[src/rtl/keypad_pkg.sv]
// keypad_pkg: shared FSM state type, no-key code and 4x4 legend for the keypad scanner
package keypad_pkg;
    typedef enum logic [1:0] {IDLE, DEB, HELD, REL} state_e;
    localparam int KEY_NONE = 16;
    localparam logic [0:15][7:0] LEGEND = {"1", "2", "3", "A", "4", "5", "6", "B",
                                           "7", "8", "9", "C", "F", "0", "E", "D"};
    function automatic logic [7:0] key_legend(input logic [4:0] code);
        return code[4] ? " " : LEGEND[code[3:0]];
    endfunction
endpackage

[src/rtl/keypad_if.sv]
// keypad_if: keypad pins plus event outputs; slave is the scanner, master the consuming side
interface keypad_if #(
    parameter int ROWS = 4,
    parameter int COLS = 4,
    parameter int KEY_W = $clog2(ROWS * COLS + 1)
);
    logic [ROWS-1:0] fila;
    logic [COLS-1:0] col;
    logic [KEY_W-1:0] key_code;
    logic key_valid, key_press, key_repeat, key_release, multi_key;
    modport master (output fila, input col, key_code, key_valid, key_press, key_repeat, key_release, multi_key);
    modport slave (input fila, output col, key_code, key_valid, key_press, key_repeat, key_release, multi_key);
endinterface

[src/rtl/keypad_col_scan.sv]
// keypad_col_scan: column ring with dwell counter, row synchroniser and per-frame snapshot
module keypad_col_scan
    import keypad_pkg::*;
#(
    parameter int ROWS = 4,
    parameter int COLS = 4,
    parameter int SCAN_DIV = 4
) (
    input  logic                 clk,
    input  logic                 rst_n,
    input  logic [ROWS-1:0]      fila,
    output logic [COLS-1:0]      col,
    output logic [ROWS*COLS-1:0] frame,
    output logic                 frame_end
);
    localparam int DW = $clog2(SCAN_DIV);
    localparam int CW = $clog2(COLS);
    logic [DW-1:0] div;
    logic [CW-1:0] cidx;
    logic [ROWS-1:0] s1, s2;
    logic [ROWS-1:0] snap [COLS];
    logic last;
    assign last = div == DW'(SCAN_DIV - 1);
    assign frame_end = last && cidx == CW'(COLS - 1);
    always_ff @(posedge clk or negedge rst_n)
        if (!rst_n) begin
            div <= '0;
            cidx <= '0;
            col <= COLS'(1);
            s1 <= '0;
            s2 <= '0;
            for (int i = 0; i < COLS; i++) snap[i] <= '0;
        end else begin
            s1 <= fila;
            s2 <= s1;
            div <= last ? '0 : div + DW'(1);
            if (last) begin
                snap[cidx] <= s2;
                cidx <= (cidx == CW'(COLS - 1)) ? '0 : cidx + CW'(1);
                col <= {col[COLS-2:0], col[COLS-1]};
            end
        end
    // The last column is taken live so the frame is complete on the frame-end cycle
    always_comb
        for (int r = 0; r < ROWS; r++)
            for (int c = 0; c < COLS; c++)
                frame[r*COLS+c] = (c == COLS - 1) ? s2[r] : snap[c][r];
endmodule

[src/rtl/keypad_scanner.sv]
// keypad_scanner: matrix keypad scanner with frame debounce, ghost rejection and auto-repeat
module keypad_scanner
    import keypad_pkg::*;
#(
    parameter int ROWS = 4,
    parameter int COLS = 4,
    parameter int SCAN_DIV = 4,
    parameter int DEBOUNCE = 3,
    parameter int REPEAT_EN = 0,
    parameter int REPEAT_DELAY = 8,
    parameter int REPEAT_RATE = 4,
    parameter int KEY_W = $clog2(ROWS * COLS + 1)
) (
    input logic   clk,
    input logic   rst_n,
    keypad_if.slave bus
);
    localparam int NK = ROWS * COLS;
    localparam int CW = $clog2(DEBOUNCE + 1);
    localparam int RW = $clog2(REPEAT_DELAY + REPEAT_RATE + 1);
    localparam logic [KEY_W-1:0] NONE = KEY_W'(NK);
    localparam logic [1:0] S_IDLE = IDLE, S_DEB = DEB, S_HELD = HELD, S_REL = REL;
    logic [NK-1:0] frame;
    logic frame_end, acc, rel, rpt, deb_done;
    logic [1:0] state, nxt, n;
    logic [KEY_W-1:0] idx, cand;
    logic [CW-1:0] cnt, cnt_n;
    logic [RW-1:0] rep, rep_n;
    keypad_col_scan #(.ROWS(ROWS), .COLS(COLS), .SCAN_DIV(SCAN_DIV)) u_scan (
        .clk(clk), .rst_n(rst_n), .fila(bus.fila), .col(bus.col), .frame(frame), .frame_end(frame_end)
    );
    always_comb begin
        n = 2'd0;
        idx = '0;
        for (int i = 0; i < NK; i++)
            if (frame[i]) begin
                n = (n == 2'd0) ? 2'd1 : 2'd2;
                idx = KEY_W'(i);
            end
        cnt_n = (cnt == CW'(DEBOUNCE)) ? cnt : cnt + CW'(1);
        deb_done = cnt_n == CW'(DEBOUNCE);
        rep_n = rep + RW'(1);
        rpt = frame_end && state == S_HELD && n != 2'd0 && REPEAT_EN != 0 &&
              (rep_n == RW'(REPEAT_DELAY) || rep_n == RW'(REPEAT_DELAY + REPEAT_RATE));
        acc = frame_end && n == 2'd1 && ((state == S_IDLE && DEBOUNCE <= 1) || (state == S_DEB && idx == cand && deb_done));
        rel = frame_end && n == 2'd0 && ((state == S_HELD && DEBOUNCE <= 1) || (state == S_REL && deb_done));
        case (state)
            S_IDLE:  nxt = (n != 2'd1) ? S_IDLE : (DEBOUNCE <= 1) ? S_HELD : S_DEB;
            S_DEB:   nxt = (n != 2'd1 || idx != cand) ? S_IDLE : deb_done ? S_HELD : S_DEB;
            S_HELD:  nxt = (n != 2'd0) ? S_HELD : (DEBOUNCE <= 1) ? S_IDLE : S_REL;
            default: nxt = (n != 2'd0) ? S_HELD : deb_done ? S_IDLE : S_REL;
        endcase
    end
    always_ff @(posedge clk or negedge rst_n)
        if (!rst_n) begin
            state <= S_IDLE;
            cand <= '0;
            cnt <= '0;
            rep <= '0;
            bus.key_code <= NONE;
            bus.key_valid <= 1'b0;
            bus.key_press <= 1'b0;
            bus.key_repeat <= 1'b0;
            bus.key_release <= 1'b0;
            bus.multi_key <= 1'b0;
        end else begin
            bus.key_press <= acc || rpt;
            bus.key_repeat <= rpt;
            bus.key_release <= rel;
            bus.multi_key <= frame_end && state == S_IDLE && n == 2'd2;
            if (acc || rel) begin
                bus.key_code <= acc ? idx : NONE;
                bus.key_valid <= acc;
            end
            // Repeat counter reloads to the first-repeat point so it never wraps
            if (frame_end) begin
                state <= nxt;
                cnt <= (state == S_DEB || state == S_REL) ? cnt_n : CW'(1);
                cand <= (state == S_IDLE) ? idx : cand;
                rep <= acc ? '0 : (state == S_HELD && n != 2'd0) ?
                       ((rep_n == RW'(REPEAT_DELAY + REPEAT_RATE)) ? RW'(REPEAT_DELAY) : rep_n) : rep;
            end
        end
endmodule

[src/flat_wrapper.sv]
// flat-port wrapper written by rule: the top's interface ports become plain ports
module keypad_scanner_flat import keypad_pkg::*;
#(
    parameter int ROWS = 4,
    parameter int COLS = 4,
    parameter int SCAN_DIV = 4,
    parameter int DEBOUNCE = 3,
    parameter int REPEAT_EN = 0,
    parameter int REPEAT_DELAY = 8,
    parameter int REPEAT_RATE = 4,
    parameter int KEY_W = $clog2(ROWS * COLS + 1)
)
  (clk, rst_n, bus_fila, bus_col, bus_key_code, bus_key_valid, bus_key_press, bus_key_repeat, bus_key_release, bus_multi_key);
  keypad_if #(.ROWS(ROWS), .COLS(COLS), .KEY_W(KEY_W)) bus_i ();
  input logic clk;
  input logic rst_n;
  input wire logic [$bits(bus_i.fila)-1:0] bus_fila;
  output wire logic [$bits(bus_i.col)-1:0] bus_col;
  output wire logic [$bits(bus_i.key_code)-1:0] bus_key_code;
  output wire logic [$bits(bus_i.key_valid)-1:0] bus_key_valid;
  output wire logic [$bits(bus_i.key_press)-1:0] bus_key_press;
  output wire logic [$bits(bus_i.key_repeat)-1:0] bus_key_repeat;
  output wire logic [$bits(bus_i.key_release)-1:0] bus_key_release;
  output wire logic [$bits(bus_i.multi_key)-1:0] bus_multi_key;
  assign bus_i.fila = bus_fila;
  assign bus_col = bus_i.col;
  assign bus_key_code = bus_i.key_code;
  assign bus_key_valid = bus_i.key_valid;
  assign bus_key_press = bus_i.key_press;
  assign bus_key_repeat = bus_i.key_repeat;
  assign bus_key_release = bus_i.key_release;
  assign bus_multi_key = bus_i.multi_key;
  keypad_scanner #(.ROWS(ROWS), .COLS(COLS), .SCAN_DIV(SCAN_DIV), .DEBOUNCE(DEBOUNCE), .REPEAT_EN(REPEAT_EN), .REPEAT_DELAY(REPEAT_DELAY), .REPEAT_RATE(REPEAT_RATE), .KEY_W(KEY_W)) u_core (.clk(clk), .rst_n(rst_n), .bus(bus_i));
endmodule
[config.mk]
export PLATFORM = sky130hd
export DESIGN_NAME = keypad_scanner_flat
export DESIGN_NICKNAME = d
export VERILOG_FILES = /design/src/rtl/keypad_pkg.sv /design/src/rtl/keypad_if.sv /design/src/rtl/keypad_col_scan.sv /design/src/rtl/keypad_scanner.sv /design/src/flat_wrapper.sv
export SDC_FILE = /design/constraint.sdc
export NUM_CORES = 1
export LEC_CHECK = 0
export CORE_ASPECT_RATIO = 0.5
export CORE_MARGIN = 4
export CORE_UTILIZATION = 52
export CTS_CLUSTER_DIAMETER = 120
export DETAILED_ROUTE_END_ITERATION = 7
export GPL_TIMING_DRIVEN = 0
export HOLD_SLACK_MARGIN = 0.08
export PLACE_DENSITY = 0.75
export SLEW_MARGIN = 20
export SYNTH_ARGS = -nofsm -noshare
export SYNTH_HDL_FRONTEND = slang
export SYNTH_SLANG_ARGS = --single-unit
[constraint.sdc]
create_clock -name clk -period 3.7 [get_ports clk]
set_clock_uncertainty 0.1 [all_clocks]
set_input_delay 0.555 -clock clk [delete_from_list [all_inputs] [get_ports clk]]
set_output_delay 0.555 -clock clk [all_outputs]
set_load 0.01 [all_outputs]
Word level (Yosys, flattened, before mapping)
Cells that the tools add are included.
{"block": "totals", "register_bits": 50, "input_bits": 6, "wordCells": 129}
{"block": "op_classes", "add_sub_neg": 3, "n_lt_le_gt_ge": 2, "n_eq_ne": 12, "mux": 61, "bitwise": 1, "n_reduce_logical": 33}
{"operator": "2-to-1 mux 2 bit", "count": 38}
{"operator": "2-to-1 mux 5 bit", "count": 15}
{"operator": "logical NOT 2 bit", "count": 17}
{"operator": "bitwise mux 16 bit", "count": 1}
{"operator": "equality test 2 bit (second input constant)", "count": 7}
{"operator": "logical AND 1 bit", "count": 11}
{"operator": "demux 4 bit (select 2 bit)", "count": 1}
{"operator": "adder 2 x 1 -> 2 bit (second input constant)", "count": 3}
{"operator": "one-hot mux 2 bit (3 select lines)", "count": 1}
{"operator": "equality test 5 bit", "count": 1}
{"operator": "!= test 5 bit", "count": 1}
{"operator": "equality test 2 x 1 -> 1 bit (second input constant)", "count": 2}
{"operator": "2-to-1 mux 1 bit", "count": 4}
{"operator": "2-to-1 mux 4 bit", "count": 1}
{"operator": ">= comparator 3 bit (second input constant)", "count": 1}
{"operator": "logical OR 1 bit", "count": 3}
{"operator": "< comparator 3 x 1 -> 1 bit (second input constant)", "count": 1}
{"operator": "NOT 2 -> 3 bit", "count": 1}
{"operator": "!= test 2 x 1 -> 1 bit (second input constant)", "count": 1}
{"operator": "AND reduction 2 bit", "count": 1}
{"operator": "nonzero test 2 bit", "count": 1}

Longest topological paths before layout
{"block": "logic_depth", "word_depth": 50, "depth_mapped": 12, "mapped_depth_nobuf": 12}

Hierarchy
A second synthesis with hierarchy kept.
{"block": "unflattened", "cells_unflattened": 284, "hier_area_um2": 2792.7}
{"module": "keypad_scanner", "instances": 1, "cells_per_inst": 222, "area_each_um2": 1773.0}
{"module": "keypad_col_scan", "instances": 1, "cells_per_inst": 62, "area_each_um2": 1019.7}

Worst setup path before layout
OpenSTA, ideal clock, no wires.
{"block": "synth_timing", "path_type": "register to register", "start": "register u_core.u_scan.snap, in the netlist u_core.u_scan.frame[1]", "end": "register u_core.state[0]", "setup_time_ps": 124, "t_arrival_ps": 3344, "slack_ps": 132, "path_stages_with_launch": 13, "path_cell_list": "dfrtp_1 -> inv_1 -> ha_1 -> nor4_2 -> nor2_1 -> or3_1 -> a31oi_4 -> nor3_2 -> or4_4 -> a32o_1 -> a211oi_4 -> nor3_2 -> a211o_1"}
{"block": "synth_between", "elab_chain_len": 47}
{"element": "start: declaration", "line": "keypad_col_scan.sv:21", "rtl": "logic [ROWS-1:0] snap [COLS];"}
{"element": "start signal: indexed assignment", "line": "keypad_col_scan.sv:38", "rtl": "snap[cidx] <= s2;"}
{"element": "2-to-1 mux 2 bit", "line": "keypad_scanner.sv:36", "rtl": "if (frame[i]) begin"}
{"element": "logical NOT 2 bit", "line": "keypad_scanner.sv:37", "rtl": "n = (n == 2'd0) ? 2'd1 : 2'd2;"}
{"element": "2-to-1 mux 2 bit", "line": "keypad_scanner.sv:37"}
{"element": "2-to-1 mux 2 bit", "line": "keypad_scanner.sv:36"}
{"element": "logical NOT 2 bit", "line": "keypad_scanner.sv:37"}
{"element": "2-to-1 mux 2 bit", "line": "keypad_scanner.sv:37"}
{"element": "2-to-1 mux 2 bit", "line": "keypad_scanner.sv:36"}
{"element": "logical NOT 2 bit", "line": "keypad_scanner.sv:37"}
{"element": "(+31 left out)"}
{"element": "2-to-1 mux 2 bit", "line": "keypad_scanner.sv:36"}
{"element": "logical NOT 2 bit", "line": "keypad_scanner.sv:37"}
{"element": "2-to-1 mux 2 bit", "line": "keypad_scanner.sv:37"}
{"element": "2-to-1 mux 2 bit", "line": "keypad_scanner.sv:36"}
{"element": "!= test 2 x 1 -> 1 bit", "line": "keypad_scanner.sv:48, keypad_scanner.sv:49"}
{"element": "logical OR 1 bit", "line": "keypad_scanner.sv:49", "rtl": "S_DEB: nxt = (n != 2'd1 || idx != cand) ? S_IDLE : deb_done ? S_HELD : S_DEB;"}
{"element": "2-to-1 mux 2 bit", "line": "keypad_scanner.sv:49"}
{"element": "one-hot mux 2 bit (3 select lines) (*)", "line": "keypad_scanner.sv:47", "rtl": "case (state)"}
{"element": "end signal: assignment", "line": "keypad_scanner.sv:77", "rtl": "state <= nxt;"}
{"element": "end: declaration", "line": "keypad_scanner.sv:25", "rtl": "logic [1:0] state, nxt, n;"}
Mark *: on every way between the ends. The rest lies on a longest branch, timed or not.
A chain may end at the register's enable or synchronous reset.

Final worst setup path
{"block": "layout_timing", "start": "register u_core.u_scan.snap, in the netlist u_core.u_scan.frame[0]", "end": "register u_core.state[0]"}
{"block": "layout_between", "elab_chain_len": 50}
{"element": "2-to-1 mux 1 bit (*)", "line": "keypad_scanner.sv:36"}
{"element": "logical NOT 2 bit", "line": "keypad_scanner.sv:37"}
{"element": "2-to-1 mux 2 bit", "line": "keypad_scanner.sv:37"}
{"element": "2-to-1 mux 2 bit (*)", "line": "keypad_scanner.sv:36"}
{"element": "logical NOT 2 bit", "line": "keypad_scanner.sv:37"}
{"element": "2-to-1 mux 2 bit", "line": "keypad_scanner.sv:37"}
{"element": "2-to-1 mux 2 bit (*)", "line": "keypad_scanner.sv:36"}
{"element": "logical NOT 2 bit", "line": "keypad_scanner.sv:37"}
{"element": "(+34 left out)"}
{"element": "2-to-1 mux 2 bit (*)", "line": "keypad_scanner.sv:36"}
{"element": "logical NOT 2 bit", "line": "keypad_scanner.sv:37"}
{"element": "2-to-1 mux 2 bit", "line": "keypad_scanner.sv:37"}
{"element": "2-to-1 mux 2 bit (*)", "line": "keypad_scanner.sv:36"}
{"element": "!= test 2 x 1 -> 1 bit", "line": "keypad_scanner.sv:48, keypad_scanner.sv:49"}
{"element": "logical OR 1 bit", "line": "keypad_scanner.sv:49"}
{"element": "2-to-1 mux 2 bit", "line": "keypad_scanner.sv:49"}
{"element": "one-hot mux 2 bit (3 select lines) (*)", "line": "keypad_scanner.sv:47"}
Marked as above.

==> results.md <==
- After routing the design area is between 0.003 and 0.004 mm^2.
- The final routed wire length divided by cell count is between 15 and 20 um.
- The number of levels the H-tree was split into is 2.
- Once detail routing completed, the nets flagged for antenna violations numbered 0.
- The number of antenna diodes in the final layout is 0.
- The number of library cell types mapped by synthesis is 70.
- The global route total overflow is 0.
- The area enclosed by the die boundary is between 0.006 and 0.007 mm^2.
- The endpoint of the worst setup timing path is u_core.state[0].
- Leaving out fill and tap cells, the most frequent cells in the layout are sky130_fd_sc_hd__dfrtp_1, sky130_fd_sc_hd__nand2_1, sky130_fd_sc_hd__nor2_1.
- The endpoint of the most critical register-to-register path is u_core.state[0].
- The cell accounting for the most synthesized area is sky130_fd_sc_hd__dfrtp_1.
- The width of the chip is ~110 um.
- For this run, the register share of the synthesized area comes to 0.4364.
- For this run, the top clock speed supported by timing is 0.2770 GHz.
- The path class of the tightest hold or removal check is flip-flop to flip-flop.
- The critical hold path startpoint is u_core.u_scan.s1[1].
- Dividing the final minimum period by the clock period gives 0.9757.
- The clock latency on the worst-skew pair is ~300 ps.
- The launching element of the worst setup path is u_core.u_scan.frame[0].
- For this run, the total global-route usage over all layers was measured as 0.1930.
- The most common cell after layout, fill and taps aside is sky130_fd_sc_hd__dfrtp_1.
- The highest layer touched by signal routing is met4.
- Adding up every negative setup slack in the final design gives 0 ps.
- The tool flagged a number of max-cap violations equal to 0.
- The headroom to the max-slew limit is 0.3734.
- The number of optimization iterations in the first detailed-route pass is 4.
- The number of pins exceeding their max-slew limit in the final report is 0.
- The TritonCTS clock tree is built.
- At the worst endpoint, the arrival time is about 3700 ps.
- In this run the power density over the cells is ~310 mW/mm^2.
- In the routed design, unresolved DRC markers number 0.
- The depth of the worst register-to-register path is 14.
- For the worst setup path, the data required time is between 3000 and 4000 ps.
- The count of pins on the block boundary is 20.
- The clock drives 45 sinks.
- The average instance in the mapped netlist occupies just under 10 um^2.
- Buffers inserted during clock tree synthesis total 5.
- The post-synth net total is 277.
- The final net count is about 320.
- The starting density of the core is 0.5629.
- For the pin with the worst max-slew slack, the measured transition is slightly above 900 ps.
- Yosys printed 0 warnings.
- The detailed-routed wire length on met2 is between 2000 and 3000 um.
- The congestion estimate from routability-driven global placement came to ~0.85.
- Wire segments on met3 add up to between 150 and 200 um in the final route.
- The wire length on met1 is 2770 um.
- The worst setup path is launched from a flip-flop.
- After detailed routing, the number of vias per cell comes to roughly 5.8.
- In the synthesized netlist the dominant register cell turns out to be sky130_fd_sc_hd__dfrtp_1.
- Hold timing on the final database bottoms out at a slack of between 200 and 250 ps.
- In the post-synthesis netlist, the biggest area contributors are sky130_fd_sc_hd__dfrtp_1, sky130_fd_sc_hd__o21ai_0, sky130_fd_sc_hd__nand2_1, sky130_fd_sc_hd__ha_1, sky130_fd_sc_hd__a21oi_1.
- The total number of vias is 2,135.
- The cell count after synthesis came out at roughly 260.
- No sink is reached through more buffers than the 2 on the longest clock path.
- The fraction of final layout cells sized beyond drive strength 1 is 0.2550.
- The synthesized netlist occupies a cell area of approximately 0.0026 mm^2.
- Total power for the finished layout comes to about 0.001 W.
- Setup violations remaining at the end of the flow were counted as 0.
- The half-perimeter wire length after detailed placement is 4037 um.
- The peak supply drop is about 0.2 mV.
- The synthesized flop and latch total is 45.
- The global-route wire length before repair is 9618 um.
- For the finished layout, the period the worst path requires is about 3600 ps.
- Setup slack on the worst reg-to-reg path comes out at about 90 ps.
- The final core utilization is 0.7051.
- The via count of the first global-routing pass is between 2,000 and 2,500.
- The worst setup path is captured at a flip-flop.
- Counting flops with an async set or reset pin after synthesis yields a share of 1.000.
- The placement row count is 17.
- After clock tree synthesis, the clock-pin slew on the worst setup and hold paths is 90 ps.
- The number of hold violations in the final report came to 0.
- The flow ran to the end, and the final reports show no timing, DRC or antenna violations.
- Along the worst path, the maximum fanout reaches 6.
- Summed over all cells, the static leakage comes to approximately 1.3 nW.
- From synthesis to final layout, the design area changed by 25.25%.
- The detailed router finished its first iteration with approximately 140 violations.
- The critical register-to-register path startpoint is u_core.u_scan.frame[0].
- In this run, synthesis inferred 0 flip-flops with an integrated enable.
- The worst setup path is of the flip-flop to flip-flop kind.
- The cell sitting at the root of the clock tree is a sky130_fd_sc_hd__clkbuf_8.
- The area share of the leading cell type in the synthesized netlist is 0.4161.
- The height of the die is around 58 um.
- The placement-stage cell area is 0.002864 mm^2.
- The final wirelength is between 5000 and 6000 um.
- The number of antenna violations at the first check in global routing came to 0.
- The maximum number of pins on one net before global-route repair is 35.
- The count of port buffers added during placement is 18.
- The standard cell core area is ~0.0046 mm^2.
-- layout make-up --
class / instances / area (um^2)
Buffer: 10 / 50.05
Tap cell: 66 / 82.58
Clock inverter: 2 / 13.76
Fill cell: 356 / 1355
Timing Repair Buffer: 31 / 302.8
Multi-Input combinational cell: 194 / 1526
Sequential cell: 45 / 1129
Clock buffer: 6 / 82.58
Inverter: 14 / 52.55
-- metal layers --
layer | track usage | vias up
li1 | - | 1031
met1 | 0.2549 | 1044
met2 | 0.3216 | 49
met3 | 0.04116 | 11
met4 | 0.06295 | 0
met5 | 0 | -
-- logic make-up (layout without fill, tap and decap cells) --
family | count (synthesis) | after routing | share of synthesized area
flip-flops | 45 | 45 | 0.4364
other | 1 | 1 | 0.001450
AND/OR/NAND/NOR | 86 | 86 | 0.1838
multiplexers | 12 | 12 | 0.05177
AO/OA/AOI/OAI | 82 | 82 | 0.2313
buffers and inverters | 24 | 63 | 0.03967
adder cells (fa/ha/maj) | 8 | 8 | 0.03870
XOR/XNOR | 5 | 5 | 0.01694
-- worst max-delay path, stage by stage (launching register included) --
cell and delay, ps:
sky130_fd_sc_hd__dfrtp_1 420, sky130_fd_sc_hd__inv_2 100, sky130_fd_sc_hd__ha_4 230, sky130_fd_sc_hd__nor3b_2 170, sky130_fd_sc_hd__a211oi_4 370, sky130_fd_sc_hd__buf_6 160
sky130_fd_sc_hd__a31oi_4 90, sky130_fd_sc_hd__o21a_4 260, sky130_fd_sc_hd__buf_6 130, sky130_fd_sc_hd__a2111o_1 450, sky130_fd_sc_hd__a311oi_4 330, sky130_fd_sc_hd__o22ai_4 150
sky130_fd_sc_hd__o211ai_1 180, sky130_fd_sc_hd__a2111oi_2 70, sky130_fd_sc_hd__a211o_1 290
-- state kept, by name (all words and copies together), names as in the netlist --
register	count
u_core.u_scan.s2	4
u_core.bus.key_valid	1
u_core.cand	4
u_core.bus.key_release	1
u_core.u_scan.div	2
u_core.u_scan.cidx	2
u_core.bus.key_code	5
u_core.state	2
u_core.cnt	2
u_core.u_scan.col	4
u_core.bus.key_press	1
u_core.u_scan.s1	4
u_core.u_scan.frame	12
u_core.bus.multi_key	1
-- per-stage QoR --
step,instances,worst slack (ps)
4_1_cts,363,4.662
3_5_place_dp,348,-307.9
5_1_grt,368,-61.73
3_3_place_gp,347,-177.2
2_1_floorplan,263,132.1
6_report,368,89.76
-- worst min path at each step --
| stage | to | cells after the start | slack, ps |
|---|---|---|---|
| after floorplan | u_core.bus.key_code[0] | 0 | 160 |
| after global placement | u_core.u_scan.s2[1] | 0 | 230 |
| after detailed placement | u_core.u_scan.s2[1] | 0 | 240 |
| after CTS | u_core.u_scan.s2[1] | 0 | 250 |
| after global routing | u_core.u_scan.s2[1] | 0 | 260 |
| final | u_core.u_scan.s2[1] | 0 | 250 |
-- report_power, final --
group          leakage (nW)  total (W)  internal (W)  switching [W]
logic                 0.718   0.000180     0.0000781       0.000102
registers             0.549   0.000521      0.000506      0.0000150
clock network        0.0512   0.000316      0.000151       0.000165
total                  1.32    0.00102      0.000735       0.000282
-- repair_timing --
| item | in CTS | in global routing |
|---|---|---|
| hold endpoints to repair | 9 | 0 |
| setup endpoints to repair | 9 | 9 |
| buffers inserted | 6 | 5 |
| hold buffers | 1 | 0 |
| pin swaps | 5 | 22 |
| gates resized for setup | 10 | 28 |
-- Yosys cell counts, types with 3 or more instances --
| library cell | n |
|---|---|
| sky130_fd_sc_hd__dfrtp_1 | 43 |
| sky130_fd_sc_hd__nand2_1 | 27 |
| sky130_fd_sc_hd__nor2_1 | 22 |
| sky130_fd_sc_hd__o21ai_0 | 22 |
| sky130_fd_sc_hd__a21oi_1 | 18 |
| sky130_fd_sc_hd__inv_1 | 13 |
| sky130_fd_sc_hd__ha_1 | 8 |
| sky130_fd_sc_hd__mux2_2 | 7 |
| sky130_fd_sc_hd__clkbuf_1 | 6 |
| sky130_fd_sc_hd__mux2i_1 | 4 |
| sky130_fd_sc_hd__nand2b_1 | 4 |
| sky130_fd_sc_hd__nor3_1 | 4 |
| sky130_fd_sc_hd__a21o_1 | 3 |
| sky130_fd_sc_hd__nand3_1 | 3 |
| sky130_fd_sc_hd__or2_2 | 3 |
| sky130_fd_sc_hd__or3_1 | 3 |
| sky130_fd_sc_hd__xnor2_1 | 3 |
Power figures use the tool's default switching activity.
